$ cat src/rtl/segment_port_arbiter_pkg.sv
// Shared types and constants for the segment register file port arbiter.
package segment_port_arbiter_pkg;

  typedef enum logic [1:0] {
    ES = 2'd0,
    CS = 2'd1,
    SS = 2'd2,
    DS = 2'd3
  } seg_reg_e;

  localparam int unsigned SEG_W  = 2;
  localparam int unsigned DATA_W = 16;

  // Read requester indices.
  localparam int unsigned RD_MC  = 0;
  localparam int unsigned RD_LS  = 1;
  localparam int unsigned RD_DBG = 2;

  function automatic logic is_ss(input logic [SEG_W-1:0] sel);
    return sel == SS;
  endfunction

endpackage

$ cat src/rtl/segment_port_arbiter_rr_arbiter.sv
// Round-robin arbiter: one-hot grant, pointer names the highest-priority index.
module rr_arbiter #(
  parameter int unsigned WIDTH = 3,
  localparam int unsigned PTR_W = (WIDTH > 1) ? $clog2(WIDTH) : 1
) (
  input  logic             clk,
  input  logic             reset,
  input  logic [WIDTH-1:0] req,
  input  logic             adv,
  output logic [WIDTH-1:0] grant
);

  logic [PTR_W-1:0] rr_ptr_q, rr_ptr_d;
  logic [PTR_W-1:0] cand, win_idx;
  logic             found;

  function automatic logic [PTR_W-1:0] wrap_add(input logic [PTR_W-1:0] base,
                                                input int unsigned off);
    int unsigned s;
    s = {{(32-PTR_W){1'b0}}, base} + off;
    return PTR_W'(s % WIDTH);
  endfunction

  always_comb begin
    grant   = '0;
    found   = 1'b0;
    win_idx = '0;
    cand    = '0;
    for (int unsigned k = 0; k < WIDTH; k++) begin
      cand = wrap_add(rr_ptr_q, k);
      if (!found && req[cand]) begin
        found   = 1'b1;
        win_idx = cand;
      end
    end
    if (found) grant[win_idx] = 1'b1;

    rr_ptr_d = rr_ptr_q;
    if (adv && found) rr_ptr_d = wrap_add(win_idx, 1);
  end

  always_ff @(posedge clk) begin
    if (reset) rr_ptr_q <= '0;
    else       rr_ptr_q <= rr_ptr_d;
  end

endmodule

$ cat src/rtl/segment_port_arbiter.sv
// Shares the segment register file read/write ports: round-robin reads,
// fixed-priority writes (microcode over debug), tagged read data next cycle.
module segment_port_arbiter
  import segment_port_arbiter_pkg::*;
#(
  parameter int unsigned NUM_RD = 3
) (
  input  logic                clk,
  input  logic                reset,
  input  logic [NUM_RD-1:0]   rd_req,
  input  logic [2*NUM_RD-1:0] rd_sel,
  output logic [NUM_RD-1:0]   rd_ack,
  output logic [NUM_RD-1:0]   rd_valid,
  output logic [15:0]         rd_data,
  input  logic                mc_wr_en,
  input  logic [1:0]          mc_wr_sel,
  input  logic [15:0]         mc_wr_val,
  input  logic                dbg_wr_req,
  input  logic [1:0]          dbg_wr_sel,
  input  logic [15:0]         dbg_wr_val,
  output logic                dbg_wr_ack,
  output logic [1:0]          srf_rd_sel,
  input  logic [15:0]         srf_rd_val,
  output logic                srf_wr_en,
  output logic [1:0]          srf_wr_sel,
  output logic [15:0]         srf_wr_val,
  output logic                ss_loaded
);

  logic [NUM_RD-1:0] rd_req_eff;
  logic [NUM_RD-1:0] grant;
  logic [NUM_RD-1:0] grant_q, grant_d;
  logic              ss_loaded_q, ss_loaded_d;

  // Requests are masked during reset so no grant fires and the pointer holds at 0.
  always_comb begin
    rd_req_eff = reset ? '0 : rd_req;
  end

  rr_arbiter #(
    .WIDTH (NUM_RD)
  ) u_rr_arbiter (
    .clk   (clk),
    .reset (reset),
    .req   (rd_req_eff),
    .adv   (1'b1),
    .grant (grant)
  );

  always_comb begin
    srf_rd_sel = ES;
    for (int unsigned i = 0; i < NUM_RD; i++) begin
      if (grant[i]) srf_rd_sel = rd_sel[2*i +: 2];
    end
  end

  always_comb begin
    grant_d  = grant;
    rd_ack   = grant;
    // A read in flight when reset rises is dropped, not delivered.
    rd_valid = reset ? '0 : grant_q;
    rd_data  = srf_rd_val;
  end

  always_comb begin
    srf_wr_en   = ~reset & (mc_wr_en | dbg_wr_req);
    dbg_wr_ack  = ~reset & dbg_wr_req & ~mc_wr_en;
    srf_wr_sel  = mc_wr_en ? mc_wr_sel : dbg_wr_sel;
    srf_wr_val  = mc_wr_en ? mc_wr_val : dbg_wr_val;
    ss_loaded_d = srf_wr_en & is_ss(srf_wr_sel);
    ss_loaded   = ~reset & ss_loaded_q;
  end

  always_ff @(posedge clk) begin
    if (reset) begin
      grant_q     <= '0;
      ss_loaded_q <= 1'b0;
    end else begin
      grant_q     <= grant_d;
      ss_loaded_q <= ss_loaded_d;
    end
  end

endmodule

$ cat config.mk
export PLATFORM = sky130hd
export DESIGN_NAME = segment_port_arbiter
export DESIGN_NICKNAME = d
export VERILOG_FILES = /design/src/rtl/segment_port_arbiter_pkg.sv /design/src/rtl/segment_port_arbiter_rr_arbiter.sv /design/src/rtl/segment_port_arbiter.sv
export SDC_FILE = /design/constraint.sdc
export NUM_CORES = 1
export LEC_CHECK = 0
export ABC_AREA = 1
export BUFFER_PORTS_ARGS = -buffer_cell sky130_fd_sc_hd__buf_2
export CAP_MARGIN = 0
export CORE_MARGIN = 10
export CORE_UTILIZATION = 35
export CTS_CLUSTER_SIZE = 25
export DETAILED_ROUTE_END_ITERATION = 8
export PLACE_DENSITY = 0.9
export SYNTH_ARGS = -nofsm -noshare
export SYNTH_HDL_FRONTEND = slang
export SYNTH_SLANG_ARGS = --single-unit
$ cat constraint.sdc
create_clock -name clk -period 6.55 [get_ports clk]
set_clock_uncertainty 0.2 [all_clocks]
set_input_delay 0.655 -clock clk [delete_from_list [all_inputs] [get_ports clk]]
set_output_delay 0.655 -clock clk [all_outputs]
set_load 0.005 [all_outputs]
==> results.toml, run 1 <==
[grt]
grt_pass1_vias = 1188
grt_pass1_wl_um = 4900
grt_usage_pct = 11.5
grt_max_degree = 22
antenna_found_initial = 0
overflow = 0

[detailed_routing]
firstDrtPassIters = 4
vias = 1109
dr.first_iter.drc_count = 44
drc_errors = 0
avgRoutedWirePerCell_um = 11.9
wl_um = 3030
via_per_inst = 4.35
ant_nets = 0

[synth]
ys_ff_latch = 6
synth_cells = 164
syn_area_um2 = 915
ys_types = 22
async_reset_ff_share_pct = 0
syn-num-nets = 235
synth_edf_count = 0
seq_area_frac_synth_pct = 13.1
yosysWarnings = 0
syn_area_per_cell_um2 = 5.58
ys.flop_type = "dfxtp_1"

[sta]
tightest_slew_ps = 447
final.setup.tns_ps = 0
fin_ws_ps = 3210
rsz0062_at_grt = "no"
hold_viol_final = 0
min_period_ps = 3340
setup_viol = 0
drv_slew = 0
max_slew_margin_pct = 70.0
post-route-period-util_pct = 51.1
fmax_mhz = 299

[clocking]
cts.htree.levels = 1
cts-root-buf = "clkbuf_4"
cts.sinks = 6
cts_buffer_depth = 2
postCtsHoldBufs = 0
cts-buffers-inserted = 3
clk_pin_slew_ps = 50
post_cts_resized = 0
cts_setup_buffers = 0
cts_tree = "yes"
clk-insertion-delay-late_ps = 250

[die]
fp-row-count = 18
die_w_um = 71.1
core_area_mm2 = 0.00248
die_area_mm2 = 0.00506
die_y_um = 71.1
io_pins = 110
initial_core_util_pct = 36.9

[power_and_ir_drop]
p_clk_share_pct = 8.9
p_int_w = 0.000194
p_sw_share_pct = 50.5
vdd_drop_max_mv = 0.204
fin_total_pwr_w = 0.000391
powerDensity_mw_per_mm2 = 318
pwr-share-comb_pct = 77.2
p_seq_share_pct = 14.0
switchingPower_w = 0.000197
leakagePower_nw = 0.828

[placed_design]
dp_hpwl_um = 2670
pre_cts_ws_ps = 3370
place_congestion = 0.852
port_buffers = 77

[setup_path]
worstPathRequired_ps = 5690
path_class = "flop to output port"
critical_path.max_fanout = 6
cp.arrival_ps = 2490
crit_path_end_kind = "output port"
startpoint_type = "flop"

[status]
status = "completed"

[finish]
fill_cells = 288
antennaDiodeCount = 0
synthToLayoutAreaGrowth_pct = 34.3
drive_gt1_share_pct = 40.0
nNetsFinal = 298

[worst_hold_path]
worstHoldPathType = "flop to flop"

[run]
drv_cap = 0
==> critical path, stage by stage, from the launching register on <==
cell,delay (ps)
dfxtp_1,350
inv_1,70
ha_1,380
inv_1,80
nand3_1,70
nand3_1,80
nand2_2,110
nand2_1,60
nor2_1,110
nand2_1,60
nand2_1,90
inv_1,60
ha_1,230
nor2_1,120
nand3_1,90
nand2_1,70
nand2_1,50
nand2_1,40
buf_2,100
==> metrics by stage <==
step	cell area [um^2]	instances	hold WS, ps	utilization, %
after floorplan	915	164	282	-
after global placement	1210	252	302	48.7
after detailed placement	1210	252	317	48.7
after CTS	1230	255	325	49.6
after global routing	1230	255	366	49.6
final	1230	255	325	49.6
==> registers in the layout, indices dropped and copies added, names as in the netlist <==
register,flops
ss_loaded_q,1
u_rr_arbiter.rr_ptr_q,2
grant_q,3
==> area by class of cell <==
type	count	area, um^2	area share (%)
clock buffer	3	22.5	1.83
inverter	23	88.8	7.23
multi-input combinational	116	574	46.7
sequential	6	120	9.78
tap	30	37.5	3.05
timing repair buffer	77	385	31.4
==> cells in the final DEF, fill, tap and decap left out <==
cell type,count
nor3_1,1
nand2_2,2
o21ai_1,2
a21oi_1,4
dfxtp_1,6
o21ai_0,2
inv_4,1
ha_1,6
clkinv_1,1
o21ai_2,1
nor2_1,9
buf_2,77
inv_2,1
o31ai_1,1
nand2_4,3
nand2_1,70
nor3b_1,1
inv_1,20
nand3_4,1
clkbuf_4,3
nand3_2,1
nand3_1,12
==> synthesized netlist by cell type, types with 2 or more instances <==
cell type,instances,area share (%)
nand2_4,3,3.7
nor2_1,9,3.7
a21oi_1,4,2.2
o21ai_0,2,1.1
buf_4,16,13
o21ai_1,2,1.1
nand2_1,70,29
nand3_1,12,6.6
dfxtp_1,6,13
nand2_2,2,1.4
inv_1,20,8.2
ha_1,6,8.2
clkbuf_1,3,1.2
==> per-layer routing <==
| layer | wire length (um) | vias up | track usage (%) | part of all wire, % |
|---|---|---|---|---|
| li1 | - | 605 | - | - |
| met1 | 1140 | 440 | 10.0 | 38 |
| met2 | 1480 | 58 | 20.9 | 49 |
| met3 | 367 | 6 | 5.86 | 12 |
| met4 | 37 | 0 | 6.02 | 1.2 |
| met5 | 0 | - | 0 | 0 |
==> cell families (layout without fill, tap and decap cells) <==
group / after synthesis / in the layout / synth area share, %
DFF: 6 / 6 / 13.1
adders and majority gates: 6 / 6 / 8.21
AOI/OAI and AO/OA: 10 / 10 / 6.16
buffers and inverters: 42 / 103 / 24.1
and+or+nand+nor: 100 / 100 / 48.4
==> power by group through the flow <==
stage / registers (W) / logic (W) / clock network [W]
2_1_floorplan: 0.0000537 / 0.000218 / 0
3_3_place_gp: 0.0000546 / 0.000298 / 0
3_5_place_dp: 0.0000551 / 0.000304 / 0
4_1_cts: 0.0000545 / 0.000305 / 0.0000367
5_1_grt: 0.0000560 / 0.000349 / 0.0000378
6_report: 0.0000546 / 0.000302 / 0.0000347
==> final timing paths <==
check / startpoint / slack, ps / depth (start not counted) / endpoint
worst max-delay path: u_rr_arbiter.rr_ptr_q[0]$_SDFFE_PP0N_ / 3210 / 18 / srf_rd_sel[0]
worst min-delay path: u_rr_arbiter.rr_ptr_q[1]$_SDFFE_PP0N_ / 320 / 2 / u_rr_arbiter.rr_ptr_q[1]$_SDFFE_PP0N_
worst max register to register: u_rr_arbiter.rr_ptr_q[0]$_SDFFE_PP0N_ / 4270 / 14 / u_rr_arbiter.rr_ptr_q[1]$_SDFFE_PP0N_
worst min register to register: u_rr_arbiter.rr_ptr_q[1]$_SDFFE_PP0N_ / 320 / 2 / u_rr_arbiter.rr_ptr_q[1]$_SDFFE_PP0N_
Note: power is estimated with default switching activity, not from simulation.
==> run 2, diff against run 1 <==
--- a/config.mk
+++ b/config.mk
@@ -9,10 +9,10 @@
 export BUFFER_PORTS_ARGS = -buffer_cell sky130_fd_sc_hd__buf_2
 export CAP_MARGIN = 0
 export CORE_MARGIN = 10
-export CORE_UTILIZATION = 35
+export CORE_UTILIZATION = 30
 export CTS_CLUSTER_SIZE = 25
 export DETAILED_ROUTE_END_ITERATION = 8
-export PLACE_DENSITY = 0.9
+export PLACE_DENSITY = 0.82
 export SYNTH_ARGS = -nofsm -noshare
 export SYNTH_HDL_FRONTEND = slang
 export SYNTH_SLANG_ARGS = --single-unit
==> constraint.sdc (replaced) <==
create_clock -name clk -period 2.8 [get_ports clk]
set_clock_uncertainty 0.2 [all_clocks]
set_input_delay 0.28 -clock clk [delete_from_list [all_inputs] [get_ports clk]]
set_output_delay 0.28 -clock clk [all_outputs]
set_load 0.005 [all_outputs]
==> run 2 against run 1 <==
Against the previous run: sequential power up 150%; critical path depth stayed put; die area increased by 12%; wire length rose by 12%; worst setup slack worse by 3100 ps; sequential share of layout area is 0.92 points lower.
==> results.toml, run 2 (synthesis gave the netlist of run 1 again) <==
[die]
die_y_um = 75.2
die_area_mm2 = 0.00566
initial_core_util_pct = 32.3
fp-row-count = 19
io_pins = 110
die_w_um = 75.2
core_area_mm2 = 0.00283

[setup_path]
crit_path_end_kind = "output port"
startpoint_type = "flop"
rr_startpoint = "u_rr_arbiter.rr_ptr_q[0]$_SDFFE_PP0N_"
path_class = "flop to output port"
worstPathRequired_ps = 2320
crit_start = "u_rr_arbiter.rr_ptr_q[0]$_SDFFE_PP0N_"
critical_path.max_fanout = 6
cp.arrival_ps = 2250

[sta]
fmax_mhz = 367
post-route-period-util_pct = 97.3
holdWs_ps = 111
max_slew_margin_pct = 69.6
drv_slew = 0
tightest_slew_ps = 453
rsz0062_at_grt = "yes"
min_period_ps = 2730
hold_viol_final = 0
setup_viol = 0

[grt]
grt_pass1_vias = 1174
antenna_found_initial = 0
grt_pass1_wl_um = 5000
overflow = 0
grt_usage_pct = 10.8
grt_max_degree = 21

[finish]
drive_gt1_share_pct = 51.5
synthToLayoutAreaGrowth_pct = 51.4
multi_input_comb_area_um2 = 676
reg.largest.list = "grant_q (3), u_rr_arbiter.rr_ptr_q (2), ss_loaded_q (1)"
layout_commonest_cell = "buf_2"
fill_cells = 298
top_register = "grant_q"
mostFrequentLayoutCells = "77 x buf_2, 67 x nand2_1, 15 x inv_1, 8 x nand3_1, 7 x nor2_1"
design_area_mm2 = 0.00139
layout.cells.non_filler = 262
ff_latch_area_um2 = 123
largest_reg_flops = 3
antennaDiodeCount = 0
nNetsFinal = 304

[placed_design]
place_congestion = 0.867
placed_cell_area_mm2 = 0.00121
dp_cells = 254
port_buffers = 77
dp_hpwl_um = 2810

[clocking]
cts.sinks = 6
clk-insertion-delay-late_ps = 260
cts_buffer_depth = 2
clk_pin_slew_ps = 50
cts.htree.levels = 1
cts-root-buf = "clkbuf_4"
cts_tree = "yes"
cts-buffers-inserted = 3

[status]
status = "completed"

[worst_hold_path]
hp-start = "dbg_wr_sel[0]"
worstHoldPathType = "primary input to flop"

[run]
drv_cap = 0

[detailed_routing]
drc_errors = 0
via_per_inst = 4.42
dr.first_iter.drc_count = 38
ant_nets = 0
wl_um = 3380
firstDrtPassIters = 4
avgRoutedWirePerCell_um = 12.9
vias = 1157

[power_and_ir_drop]
vdd_drop_max_mv = 0.418
powerDensity_mw_per_mm2 = 842
leakagePower_nw = 0.869
[run 2: path summary, 6_finish.rpt]
check,depth (start not counted),endpoint,slack (ps)
worst min-delay path,4,ss_loaded_q$_SDFF_PP0_,110
worst max-delay path,18,srf_rd_sel[1],70
worst max register to register,13,u_rr_arbiter.rr_ptr_q[0]$_SDFFE_PP0N_,720
worst min register to register,2,u_rr_arbiter.rr_ptr_q[0]$_SDFFE_PP0N_,390
[run 2: critical path, stage by stage, from the launching register on]
cell     delay [ps]
dfxtp_2         350
buf_6           100
ha_4            170
inv_4            50
nand3_2          60
nand3_2         140
nand2_4         120
nand2_2          50
nor2_2          120
nand2_1          70
nand2_2          70
inv_2            50
ha_4            180
nor2_1          110
nand3_1          80
nand2_1          70
nand2_1          40
nand2_1          40
buf_2           100
[run 2: report_power, final]
part	total [W]	switching (W)	internal [W]	leakage [nW]
combinational	0.000947	0.000527	0.000420	0.805
clock	0.0000841	0.0000354	0.0000488	0.0138
sequential	0.000135	0.0000169	0.000118	0.0502
total	0.00117	0.000579	0.000587	0.869
[run 2: routing by layer]
layer	GRT usage, %	vias to the layer above	share of wire [%]
li1	-	619	-
met1	10.5	480	37
met2	20.5	50	52
met3	3.94	8	8.1
met4	4.12	0	2.1
met5	0	-	0
[run 2: per-stage QoR]
step	util (%)	setup WS [ps]	setup TNS (ps)	total power [W]
5_1_grt	49.0	-86.3	-152	0.00130
3_5_place_dp	42.9	128	0	0.000845
6_report	49.0	74.5	0	0.00117
2_1_floorplan	-	409	0	0.000635
4_1_cts	44.4	5.39	0	0.000951
3_3_place_gp	42.9	223	0	0.000824
[run 2: layout make-up]
type | count | share of cell area, %
Multi-Input combinational cell | 116 | 48.8
Timing Repair Buffer | 83 | 31.3
Sequential cell | 6 | 8.85
Inverter | 23 | 6.59
Tap cell | 31 | 2.80
Clock buffer | 3 | 1.63
[run 2: timing repair]
action	in CTS	in global routing
hold buffers	0	0
resized for setup	3	27
hold endpoints to repair	0	0
setup buffers	0	5
endpoints found under the setup margin	2	5
pin swaps	0	15
